File: config.mk
export PLATFORM = sky130hd
export DESIGN_NAME = instr_fetch32_flat
export DESIGN_NICKNAME = d
export VERILOG_FILES = /design/src/rtl/instr_fetch32_pkg.sv /design/src/rtl/instr_fetch32_if.sv /design/src/rtl/instr_fetch32_npc_calc.sv /design/src/rtl/instr_fetch32.sv /design/src/flat_wrapper.sv
export SDC_FILE = /design/constraint.sdc
export NUM_CORES = 1
export LEC_CHECK = 0
export CORE_MARGIN = 4
export CORE_UTILIZATION = 38
export DETAILED_ROUTE_END_ITERATION = 10
export GPL_TIMING_DRIVEN = 0
export PLACE_DENSITY = 0.77
export SYNTH_ARGS = -nofsm -noshare
export SYNTH_HDL_FRONTEND = slang
export SYNTH_HIERARCHICAL = 1
export SYNTH_SLANG_ARGS = --single-unit
File: constraint.sdc
create_clock -name clock -period 6.85 [get_ports clock]
set_input_delay 1.37 -clock clock [delete_from_list [all_inputs] [get_ports clock]]
set_output_delay 1.37 -clock clock [all_outputs]
set_load 0.02 [all_outputs]
File: src/rtl/instr_fetch32_pkg.sv
// ---------------------------------------------------------------------------
// instr_fetch32_pkg
// Shared definitions for the 32-bit instruction fetch unit: FSM state
// encoding, the default reset PC, MIPS-style opcode constants for the
// control-flow instructions and a branch-offset helper.
// ---------------------------------------------------------------------------
package instr_fetch32_pkg;

    typedef enum logic [1:0] {
        IDLE  = 2'd0,
        FETCH = 2'd1,
        HOLD  = 2'd2
    } fetch_state_t;

    localparam logic [31:0] DEFAULT_RESET_PC = 32'h0000_0000;

    // Opcode field values (instruction[31:26]) for control-flow instructions.
    localparam logic [5:0] OP_J   = 6'h02;
    localparam logic [5:0] OP_JAL = 6'h03;
    localparam logic [5:0] OP_BEQ = 6'h04;
    localparam logic [5:0] OP_BNE = 6'h05;

    // Word-aligned, sign-extended byte offset of a 16-bit branch immediate.
    function automatic logic [31:0] branch_offset(input logic [15:0] imm);
        return {{14{imm[15]}}, imm, 2'b00};
    endfunction

endpackage

File: src/rtl/instr_fetch32_if.sv
// ---------------------------------------------------------------------------
// instr_fetch32_if
// Instruction-memory read port.
//   imem_req   : fetch unit -> memory, read request
//   imem_addr  : fetch unit -> memory, byte address of the requested word
//   imem_ready : memory -> fetch unit, imem_rdata is valid this cycle
//   imem_rdata : memory -> fetch unit, fetched instruction word
// master = fetch unit, slave = instruction memory.
// ---------------------------------------------------------------------------
interface instr_fetch32_if;

    logic        imem_req;
    logic [31:0] imem_addr;
    logic        imem_ready;
    logic [31:0] imem_rdata;

    modport master (
        output imem_req,
        output imem_addr,
        input  imem_ready,
        input  imem_rdata
    );

    modport slave (
        input  imem_req,
        input  imem_addr,
        output imem_ready,
        output imem_rdata
    );

endinterface

File: src/rtl/instr_fetch32_npc_calc.sv
// ---------------------------------------------------------------------------
// npc_calc
// Combinational next-PC selection for the held instruction.
//   link_addr   : pc+4 of the held instruction (sequential successor)
//   instruction : held instruction (immediate / jump index fields)
//   Read_data_1 : rs value, jr target
//   Branch, nBranch, Jmp, Jal, Jr, Zero : decoded control and ALU flag
//   next_pc     : selected successor address
// Priority: Jr, then Jmp/Jal, then taken branch, then pc+4.
// ---------------------------------------------------------------------------
module npc_calc
    import instr_fetch32_pkg::*;
(
    input  logic [31:0] link_addr,
    input  logic [31:0] instruction,
    input  logic [31:0] Read_data_1,
    input  logic        Branch,
    input  logic        nBranch,
    input  logic        Jmp,
    input  logic        Jal,
    input  logic        Jr,
    input  logic        Zero,
    output logic [31:0] next_pc
);

    logic branch_taken;
    logic unused_bits;

    assign branch_taken = (Branch && Zero) || (nBranch && !Zero);

    // Opcode and the byte-offset bits of rs are not address-relevant here.
    assign unused_bits = ^{instruction[31:26], Read_data_1[1:0]};

    always_comb begin
        if (Jr) begin
            next_pc = {Read_data_1[31:2], 2'b00};
        end else if (Jmp || Jal) begin
            next_pc = {link_addr[31:28], instruction[25:0], 2'b00};
        end else if (branch_taken) begin
            next_pc = link_addr + branch_offset(instruction[15:0]);
        end else begin
            next_pc = link_addr;
        end
    end

endmodule

File: src/rtl/instr_fetch32.sv
// ---------------------------------------------------------------------------
// instr_fetch32
// Instruction fetch unit. Requests one word from instruction memory at pc,
// holds it for execution, then advances pc using the control inputs that
// accompany exec_done.
//   clock, reset_n : clock and asynchronous active-low reset
//   imem           : instruction-memory read port (master side)
//   instruction    : held instruction word
//   instr_valid    : held instruction awaits execution
//   exec_done      : held instruction finished; control inputs valid
//   Branch, nBranch, Jmp, Jal, Jr, Zero, Read_data_1 : next-PC controls
//   pc, link_addr  : current instruction address and pc+4
// ---------------------------------------------------------------------------
module instr_fetch32
    import instr_fetch32_pkg::*;
#(
    parameter logic [31:0] RESET_PC = DEFAULT_RESET_PC
) (
    input  logic                   clock,
    input  logic                   reset_n,
    instr_fetch32_if.master        imem,
    output logic [31:0]            instruction,
    output logic                   instr_valid,
    input  logic                   exec_done,
    input  logic                   Branch,
    input  logic                   nBranch,
    input  logic                   Jmp,
    input  logic                   Jal,
    input  logic                   Jr,
    input  logic                   Zero,
    input  logic [31:0]            Read_data_1,
    output logic [31:0]            pc,
    output logic [31:0]            link_addr
);

    fetch_state_t state;
    fetch_state_t state_next;
    logic [31:0]  next_pc;

    assign link_addr      = pc + 32'd4;
    assign imem.imem_addr = pc;

    npc_calc u_npc_calc (
        .link_addr   (link_addr),
        .instruction (instruction),
        .Read_data_1 (Read_data_1),
        .Branch      (Branch),
        .nBranch     (nBranch),
        .Jmp         (Jmp),
        .Jal         (Jal),
        .Jr          (Jr),
        .Zero        (Zero),
        .next_pc     (next_pc)
    );

    // State register.
    // NOTE: non-blocking assignments so every flop samples pre-edge values.
    always_ff @(posedge clock or negedge reset_n) begin
        if (!reset_n) begin
            state <= IDLE;
        end else begin
            state <= state_next;
        end
    end

    // Next-state logic.
    always_comb begin
        state_next = state;
        case (state)
            IDLE:    state_next = FETCH;
            FETCH:   if (imem.imem_ready) state_next = HOLD;
            HOLD:    if (exec_done)       state_next = FETCH;
            default: state_next = IDLE;
        endcase
    end

    // Output logic.
    // NOTE: defaults first so every path assigns each output (no latch).
    always_comb begin
        imem.imem_req = 1'b0;
        instr_valid   = 1'b0;
        case (state)
            FETCH:   imem.imem_req = 1'b1;
            HOLD:    instr_valid   = 1'b1;
            default: ;
        endcase
    end

    // Datapath registers: memory data is only captured in FETCH and the
    // control inputs only matter on exec_done in HOLD, so both stay stable
    // for the whole HOLD period.
    always_ff @(posedge clock or negedge reset_n) begin
        if (!reset_n) begin
            pc          <= RESET_PC;
            instruction <= 32'h0;
        end else begin
            if (state == FETCH && imem.imem_ready) begin
                instruction <= imem.imem_rdata;
            end
            if (state == HOLD && exec_done) begin
                pc <= next_pc;
            end
        end
    end

endmodule

File: src/flat_wrapper.sv
// flat-port wrapper written by rule: the top's interface ports become plain ports
module instr_fetch32_flat import instr_fetch32_pkg::*;
#(
    parameter logic [31:0] RESET_PC = DEFAULT_RESET_PC
)
  (clock, reset_n, instruction, instr_valid, exec_done, Branch, nBranch, Jmp, Jal, Jr, Zero, Read_data_1, pc, link_addr, imem_imem_req, imem_imem_addr, imem_imem_ready, imem_imem_rdata);
  instr_fetch32_if imem_i ();
  input  logic clock;
  input  logic reset_n;
  output logic [31:0] instruction;
  output logic instr_valid;
  input  logic exec_done;
  input  logic Branch;
  input  logic nBranch;
  input  logic Jmp;
  input  logic Jal;
  input  logic Jr;
  input  logic Zero;
  input  logic [31:0] Read_data_1;
  output logic [31:0] pc;
  output logic [31:0] link_addr;
  output wire logic [$bits(imem_i.imem_req)-1:0] imem_imem_req;
  output wire logic [$bits(imem_i.imem_addr)-1:0] imem_imem_addr;
  input wire logic [$bits(imem_i.imem_ready)-1:0] imem_imem_ready;
  input wire logic [$bits(imem_i.imem_rdata)-1:0] imem_imem_rdata;
  assign imem_imem_req = imem_i.imem_req;
  assign imem_imem_addr = imem_i.imem_addr;
  assign imem_i.imem_ready = imem_imem_ready;
  assign imem_i.imem_rdata = imem_imem_rdata;
  instr_fetch32 #(.RESET_PC(RESET_PC)) u_core (.clock(clock), .reset_n(reset_n), .imem(imem_i), .instruction(instruction), .instr_valid(instr_valid), .exec_done(exec_done), .Branch(Branch), .nBranch(nBranch), .Jmp(Jmp), .Jal(Jal), .Jr(Jr), .Zero(Zero), .Read_data_1(Read_data_1), .pc(pc), .link_addr(link_addr));
endmodule
# --- Word-level counts from Yosys, hierarchy flattened ---
# Cells that the tools add are included.
classes:
  add_sub_neg: 2
  n_eq_ne: 4
  mux: 8
  n_reduce_logical: 9
ops:
  columns: ["cell", "n"]
  rows:
  - ["2-to-1 mux 32 bit", 3]
  - ["adder 32 x 3 -> 32 bit, second input constant", 1]
  - ["adder 32 bit", 1]
  - ["case mux 2 bit (3 select lines)", 1]
  - ["logical AND 1 bit", 4]
  - ["2-to-1 mux 2 bit", 2]
  - ["!= test 2 bit, second input constant", 2]
  - ["== test 2 x 1 -> 1 bit, second input constant", 1]
  - ["== test 2 bit, second input constant", 1]
  - ["zero test 2 bit", 1]
  - ["logical OR 1 bit", 2]
  - ["2-to-1 mux 1 bit", 2]
  - ["AND reduction 2 bit", 1]
  - ["zero test 1 bit", 1]
totals:
  elab_cells: 26
  register_bits: 66
  input_bits: 74
  output_inout_bits: 130

# --- Longest topological paths before layout ---
logic_depth:
  depth_word: 6
  mapped_depth: 17
  depth_no_buf: 16

# --- Cells and area by module ---
# Netlist, hierarchy kept.
modules_own_cells:
  columns: ["module", "area_per_inst_um2", "cells_each", "instances", "seq_area_each_um2"]
  rows:
  - ["instr_fetch32", 3291.9, 260, 1, 1651.6]
  - ["npc_calc", 2391.0, 383, 1, 0.0]

# --- Worst setup path before layout ---
# No wires, ideal clock.
synth_timing:
  path_kind: "register to register"
  from: "reg u_core.pc[2], in the netlist u_core/imem.imem_addr[2]"
  to: "reg u_core.pc[28], in the netlist u_core/imem.imem_addr[28]"
  path_buffers: 0
  required_ps: 6725
  t_arrival_ps: 4142
  setup_ps: 125
  period_less_slack_ps: 4267
  setup_slack_ps: 2583
  stages_incl_launch_ff: 16
  path_cell_list: "dfrtp_1 ha_1 nand3_1 nor4_4 xor2_1 ha_1 a21o_1 a21o_1 a21oi_2 o211ai_2 a221oi_4 o21ai_2 a2111oi_1 nor3_1 nand3b_1 mux2_2"
synth_between:
  elab_chain_cells: 5
synth_rtl:
  columns: ["element", "line_no", "source"]
  rows:
  - ["from (decl)", "instr_fetch32.sv:32", "output logic [31:0] pc,"]
  - ["from (signal assigned)", "instr_fetch32.sv:101", "pc <= next_pc;"]
  - ["adder 32 x 3 -> 32 bit", "instr_fetch32.sv:40", "assign link_addr = pc + 32'd4;"]
  - ["via link_addr[14]", "flat_wrapper.sv:21", "output logic [31:0] link_addr;"]
  - ["adder 32 bit", "instr_fetch32_npc_calc.sv:40", "next_pc = link_addr + branch_offset(instruction[15:0]);"]
  - ["2-to-1 mux 32 bit", "instr_fetch32_npc_calc.sv:39", "end else if (branch_taken) begin"]
  - ["2-to-1 mux 32 bit", "instr_fetch32_npc_calc.sv:37", "end else if (Jmp || Jal) begin"]
  - ["2-to-1 mux 32 bit", "instr_fetch32_npc_calc.sv:35", "if (Jr) begin"]
  - ["via u_core.next_pc[28]", "instr_fetch32.sv:38", "logic [31:0] next_pc;"]
# The timed path passes the listed nets, and every way through them passes these cells.
# A chain may end at the register's enable or synchronous reset.

# --- Worst setup path after layout ---
layout_timing:
  from: "reg u_core.pc[2], in the netlist u_core/imem.imem_addr[2]"
  to: "reg u_core.pc[31], in the netlist u_core/imem.imem_addr[31]"
layout_between:
  elab_chain_cells: 5
layout_rtl:
  columns: ["element", "line_no"]
  rows:
  - ["adder 32 x 3 -> 32 bit (*)", "instr_fetch32.sv:40"]
  - ["adder 32 bit", "instr_fetch32_npc_calc.sv:40"]
  - ["2-to-1 mux 32 bit", "instr_fetch32_npc_calc.sv:39"]
  - ["2-to-1 mux 32 bit (*)", "instr_fetch32_npc_calc.sv:37"]
  - ["2-to-1 mux 32 bit (*)", "instr_fetch32_npc_calc.sv:35"]
  - ["via u_core.next_pc[31]", "instr_fetch32.sv:38"]
# Mark *: on every way through the listed nets, which the timed path passes. The rest lies on a longest branch.

==> impl_summary.log <==
[metrics] CP Cell Sequence: ha_1 > nand3_1 > nor4_4 > nand3_1 > xnor2_1 > ha_1 > clkbuf_1 > a21o_1 > a21o_1 > a21oi_1 > nor2_1 > a2111oi_0 > o211a_1 > a211oi_1 > o21ai_0 > nand3_1 > mux2_2
[metrics] post-layout worst setup margin: 1993 ps
[metrics] part of the Yosys area used for sequential elements: 29.06%
[metrics] count of warnings emitted by yosys: 6
[metrics] largest net degree at the start of global routing: 67
[metrics] Post-DP HPWL: 15.57 mm
[metrics] I/O pin cnt: 204
[metrics] Mapped Avg Cell Area: 8.838 um^2
[metrics] standard cell with the maximum stage delay on the critical path: nor4_4
[metrics] placed standard-cell area: 7913 um^2
[metrics] startpoint types: flip-flop
[metrics] number of global-route vias before repair: 5699
[metrics] number of placement rows: 44
[metrics] share of layout cells above drive strength 1: 15.60%
[metrics] data arrival time of the critical path: 5080 ps
[metrics] die width: 130.3 um
[metrics] area of the core: 14590 um^2
[metrics] element type at the critical path end: flip-flop
[metrics] Slew Limit Headroom: 40.93%
[metrics] setup repair after global routing missed its margin: no
[metrics] number of setup violations in the final report: 0
[metrics] starting density of the core: 38.95%
[metrics] clk root buf: clkbuf_16
[metrics] maximum count of clock buffers along a single path: 2
[metrics] fin area: 8194 um^2
[metrics] measured slew at the worst slew-check pin: 886.1 ps
[metrics] total via count in the routed design: 5780
[metrics] result of the run: finished, final reports clean
[metrics] drt total wl: 20.20 mm
[metrics] cell-internal power: 2431 uW
[metrics] final-report max-slew violation count: 0
[metrics] Primary FF master, synth: dfrtp_1
[metrics] Post-Syn Area: 5683 um^2
[metrics] maximum vdd ir drop: 295.4 uV
[metrics] TritonRoute pass-1 iters: 6
[metrics] path category of the worst min-delay check: flip-flop to flip-flop
[metrics] share of power burned in combinational logic: 71.8%
[metrics] final critical path time including I/O delays and setup: 4857 ps
[metrics] leakage power: 0.003414 uW
[metrics] maxcap violations: 0
[metrics] Filler Cell Count: 1289
[metrics] post-synthesis to final-layout area growth: 44.19%
[metrics] average routed wire per standard cell: 19.37 um
[metrics] Clock transition at path regs: 60 ps
[metrics] number of enable-type register cells in the synthesized netlist: 0
[metrics] biggest fanout along the worst timing path: 9
[metrics] critical path data required time: 7070 ps
[metrics] synthesized netlist net count: 748
[metrics] placer congestion estimate: 0.9529
[metrics] Clock Power Share: 9.4%
[metrics] net switching power of the design: 2257 uW
[metrics] critical path class: flip-flop to flip-flop
[metrics] TritonCTS Buffers: 9
[metrics] overall global routing resource usage: 23.56%
[metrics] PortBufs: 200
[metrics] die span in y: 130.3 um
[metrics] antenna diode count: 0
[metrics] insertion delay of the later-clocked pin in the worst-skew pair: 340 ps
[metrics] Detailed Route Iter0 Violations: 485
[metrics] relative contribution of sequential cells to total power: 18.8%
[metrics] Die ar.: 16980 um^2
[metrics] vias per cell: 5.542
[metrics] highest cell delay on the worst timing path: 600 ps
[metrics] number of cells upsized or downsized after cts: 0
[metrics] most used cell, CP: nand3_1
[metrics] clk sinks: 66
[metrics] share of the cycle needed by the critical path after routing: 70.90%
[metrics] Final Hold Viols: 0
[metrics] FF+latch count, synth: 66
[metrics] timing-limited maximum frequency: 0.2059 GHz
[metrics] CTS tree: built
[metrics] share of total power consumed by net switching: 48.15%
[metrics] share of flip-flops with an asynchronous set or reset: 100.0%
[metrics] wire length of the first global-routing pass: 31.20 mm
[metrics] final routed DRC violation total: 0
[metrics] CTS hold repair buffers: 0
[metrics] post-route clock skew: 7.051 ps
[metrics] library cells used by synthesis: 58
[metrics] Post-Place Worst Slack: 2132 ps
[metrics] number of levels in the clock H-tree: 3
[metrics] Overflow after GRT: 0
[metrics] number of antenna violations at the first check in global routing: 0
[metrics] Routed Antenna Nets: 0
[metrics] Setup Fix Bufs, Post-CTS: 0
[metrics] post-route setup TNS: 0 ps
[metrics] number of nets in the final layout: 959
[metrics] Gate Count Post-Synth: 643
[metrics] pwr dens: 572.1 nW/um^2
-- sequential cells by signal, summed over array words and instances, names as in the netlist --
| name | flops |
|---|---|
| u_core/instruction | 32 |
| u_core/state | 2 |
| u_core/imem.imem_addr | 32 |
-- cells by family after synthesis --
logic type	count (synthesis)	synth area share, %
buffers and inverters	78	7.530
XOR/XNOR	51	7.860
multiplexers	67	13.23
AO/OA/AOI/OAI	152	17.24
adder cells (fa/ha/maj)	31	6.957
flip-flops	66	29.06
AND/OR/NAND/NOR	198	18.12
-- worst paths after layout --
kind	endpoint	startpoint	cells after the start	slack, ps
worst max register to register	u_core/imem.imem_addr[31]	u_core/imem.imem_addr[2]	17	1990
min in group asynchronous	u_core/instruction[26]	reset_n	1	1160
worst min register to register	u_core/instruction[26]	u_core/instruction[26]	1	500
max in group asynchronous	u_core/imem.imem_addr[18]	reset_n	1	5110
worst max-delay path	u_core/imem.imem_addr[31]	u_core/imem.imem_addr[2]	17	1990
worst min-delay path	u_core/instruction[26]	u_core/instruction[26]	1	500
-- placed cells by master, fill, tap and decap left out, types with 6 or more instances in the layout --
cell / instances
inv_1: 13
clkbuf_1: 25
a21o_1: 15
xor2_1: 18
nor3_1: 24
clkdlybuf4s50_1: 199
buf_2: 6
ha_1: 30
o21ai_0: 38
a21oi_1: 46
dfrtp_1: 66
xnor2_1: 33
o211ai_1: 9
and3_1: 8
mux2_2: 65
a31oi_1: 12
nor3b_1: 6
buf_4: 35
nor2_1: 33
nand3_1: 28
nand2_1: 60
a211oi_1: 7
clkbuf_16: 9
and2_1: 6
-- cell usage after synthesis (all sizes together), types with 2 or more instances --
cell type,n,share of area (%)
a211oi,7,0.92
and3,8,0.88
dfrtp,66,29
a2111oi,2,0.33
nor2,33,2.2
nand3,30,3.0
and2,6,0.66
nor3,24,2.1
buf,40,5.0
ha,30,6.6
clkbuf,25,1.7
mux2,65,13
nand3b,4,0.53
o21ai,39,3.5
a221oi,2,0.92
nand2,60,4.0
a21o,15,2.0
nor4,5,1.3
a31oi,12,1.3
nor2b,4,0.44
nor4b,2,0.31
o21bai,5,0.66
nor3b,6,0.79
xor2,18,2.8
nand2b,4,0.44
o211ai,10,1.4
xnor2,33,5.1
a21oi,47,4.2
o221ai,2,0.31
or3,2,0.22
nand4,5,0.55
inv,13,0.86
mux2i,2,0.35
-- stage by stage --
| step | hold slack [ps] | total power, uW | utilization (%) | cells |
|---|---|---|---|---|
| CTS | 508.0 | 4668 | 56.17 | 1043 |
| global placement | 486.4 | 4170 | 54.25 | 1027 |
| finish | 503.3 | 4688 | 56.17 | 1043 |
| global route | 521.5 | 5001 | 56.17 | 1043 |
| floorplan | 463.6 | 2969 | - | 643 |
| detailed placement | 494.5 | 4195 | 54.24 | 1027 |
-- layout make-up --
type	instances	area (um^2)	share of cell area, %
multi-input combinational	499	3603	43.98
clock buffer	10	239.0	2.916
timing repair buffer	200	1999	24.40
tap	184	230.2	2.810
sequential	66	1652	20.16
inverter	13	48.80	0.5955
buffer	65	379.1	4.627
clock inverter	6	42.54	0.5192
-- worst max-delay path: cells and delay by family (launching register included) --
family                     cells  cell delay [ps]
AOI/OAI and AO/OA              7             1610
and+or+nand+nor                5             1130
adders and majority gates      2              630
DFF                            1              510
xor gates and xnor gates       1              390
muxes                          1              270
buffers and inverters          1              180
-- power by group through the flow --
stage	registers, uW	logic, uW	clock network (uW)
detailed placement	884	3310	0
CTS	879	3340	450
global route	921	3610	466
floorplan	1020	1950	0
global placement	873	3300	0
finish	882	3370	440
-- routing by layer --
| metal | up-vias | share of wire (%) | track usage, % |
|---|---|---|---|
| met5 | - | 0 | 0 |
| met4 | 0 | 1.8 | 6.479 |
| met3 | 31 | 8.7 | 4.625 |
| met2 | 283 | 46 | 37.81 |
| met1 | 2750 | 43 | 32.45 |
| li1 | 2716 | - | - |
Note: power is estimated with default switching activity, not from simulation.
==> RTL edit (same settings) <==
Encoding of `fetch_state_t`: now one-hot (3 bits for 3 states).
--- a/src/rtl/instr_fetch32_pkg.sv
+++ b/src/rtl/instr_fetch32_pkg.sv
@@ -6,10 +6,10 @@
 // ---------------------------------------------------------------------------
 package instr_fetch32_pkg;
 
-    typedef enum logic [1:0] {
-        IDLE  = 2'd0,
-        FETCH = 2'd1,
-        HOLD  = 2'd2
+    typedef enum logic [2:0] {
+        IDLE  = 3'b001,
+        FETCH = 3'b010,
+        HOLD  = 3'b100
     } fetch_state_t;
 
     localparam logic [31:0] DEFAULT_RESET_PC = 32'h0000_0000;
Behaviour: no difference found for any inputs over 10 cycles, from zero or initial values and one cycle with reset_n low; not proved beyond that.
==> RTL edit against the original RTL <==
Wire length is 0.80% lower. Highest routed layer unchanged. Hold slack better by 0.0025 ns. Core utilization is 0.43 points higher. Sequential share of layout area is essentially flat. Synthesized area rose by 1.1%. Die area grew 1.1%. Design area up 1.5%. Setup slack improved by 0.13 ns. Power is 9.0% lower. Sequential cell count grew 1.
==> RTL edit: results <==
set metrics [dict create \
    drive_gt1_frac 0.146 \
    worstPathArrival_ns 4.96 \
    ys_types 61 \
    drtIter0Drc 349 \
    track_usage 0.235 \
    synth_fp_nets 777 \
    maxSlewHeadroom 0.426 \
    synth_commonest_cells "nand2_1 (69), dfrtp_1 (66), mux2_2 (57)" \
    synth_top_area_share 0.287 \
    grt_pass1_vias 5791 \
    antenna_cells 0 \
    clock-skew-final_ns 0.00362 \
    cts-buffers-inserted 9 \
    p_sw_mw 1.98 \
    seq_area_frac_synth 0.292 \
    crit_fanout 8 \
    fill_cells 1369 \
    fin_cells 1073 \
    vias_per_cell 5.51 \
    avgSynthCellArea_um2 8.55 \
    clk_path_buf_depth 2 \
    power_leakage_nw 3.53 \
    yosysWarnings 6 \
    yosys-top-cells-area "dfrtp_1 (29%), mux2_2 (11%), ha_1 (6.5%)" \
    gp_congestion 0.910 \
    r2r_cells 18 \
    dp_slack_ns 2.19 \
    clk_pin_slew_worst_paths_ns 0.06 \
    wirelength_mm 20.0 \
    async_flop_share 1.00 \
    port_buffers 200 \
    dpl.hpwl_mm 15.2 \
    grt_max_degree 67 \
    outcome "finished, final reports clean" \
    grt_pass1_wl_mm 31.0 \
    max-vdd-ir-drop_mv 0.285 \
    finalNetCount 989 \
    htreeDepth 3 \
    cts-root-buf "clkbuf_16" \
    drt_pass1_iterations 7 \
]
[RTL edit: per-stage QoR]
| stage | power, mW | instance area, um^2 |
|---|---|---|
| floorplan | 2.67 | 5750 |
| global placement | 3.70 | 7980 |
| detailed placement | 3.74 | 8000 |
| CTS | 4.26 | 8320 |
| global route | 4.58 | 8320 |
| finish | 4.27 | 8320 |
[RTL edit: logic make-up after synthesis]
logic type / count (synthesis) / synth area share
and+or+nand+nor: 214 / 0.183
AOI/OAI and AO/OA: 162 / 0.180
buffers and inverters: 88 / 0.0836
DFF: 67 / 0.292
muxes: 59 / 0.115
xor gates and xnor gates: 51 / 0.0777
adders and majority gates: 31 / 0.0688
[RTL edit: path summary, 6_finish.rpt]
check	start	to	slack (ns)
max	u_core/imem.imem_addr[3]	u_core/imem.imem_addr[31]	2.12
min	u_core/state[2]	u_core/state[1]	0.51
max reg2reg	u_core/imem.imem_addr[3]	u_core/imem.imem_addr[31]	2.12
min reg2reg	u_core/state[2]	u_core/state[1]	0.51
max in group asynchronous	reset_n	u_core/state[0]	5.47
min in group asynchronous	reset_n	u_core/instruction[28]	0.81
[RTL edit: layout make-up]
type,instances,area (um^2),share of cell area
multi-input cells,517,3590,0.431
repair buffers,201,2030,0.244
flip-flops and latches,67,1680,0.202
plain buffers,71,417,0.0501
clock buffers,13,270,0.0325
well taps,184,230,0.0277
inverters,17,63.8,0.00767
clock inverters,3,45.0,0.00541
[RTL edit: power groups by stage]
stage	Clock, mW	Combinational (mW)	Sequential (mW)
detailed placement	0	2.90	0.842
floorplan	0	1.69	0.979
finish	0.495	2.93	0.838
CTS	0.504	2.92	0.839
global route	0.523	3.18	0.874
global placement	0	2.87	0.836
[RTL edit: routing by layer]
metal / vias up / routed length (um) / global-route usage
met1: 2808 / 8620 / 0.310
li1: 2806 / - / -
met2: 266 / 9290 / 0.372
met4: 0 / 544 / 0.0859
met5: - / 0 / 0
met3: 37 / 1590 / 0.0606
[RTL edit: critical path, cell delays in order, from the launching register on]
cell and delay [ns]:
dfrtp_1 0.52, ha_1 0.31, nand4_1 0.18, or4_1 0.48
buf_2 0.22, nor3_1 0.20, xor2_1 0.29, ha_1 0.29
clkbuf_1 0.18, a21o_1 0.21, a21o_1 0.17, a21oi_1 0.14
nor2_1 0.05, a2111oi_0 0.57, o211a_1 0.25, a211oi_1 0.06
o21ai_0 0.13, nand3_1 0.10, mux2_2 0.26
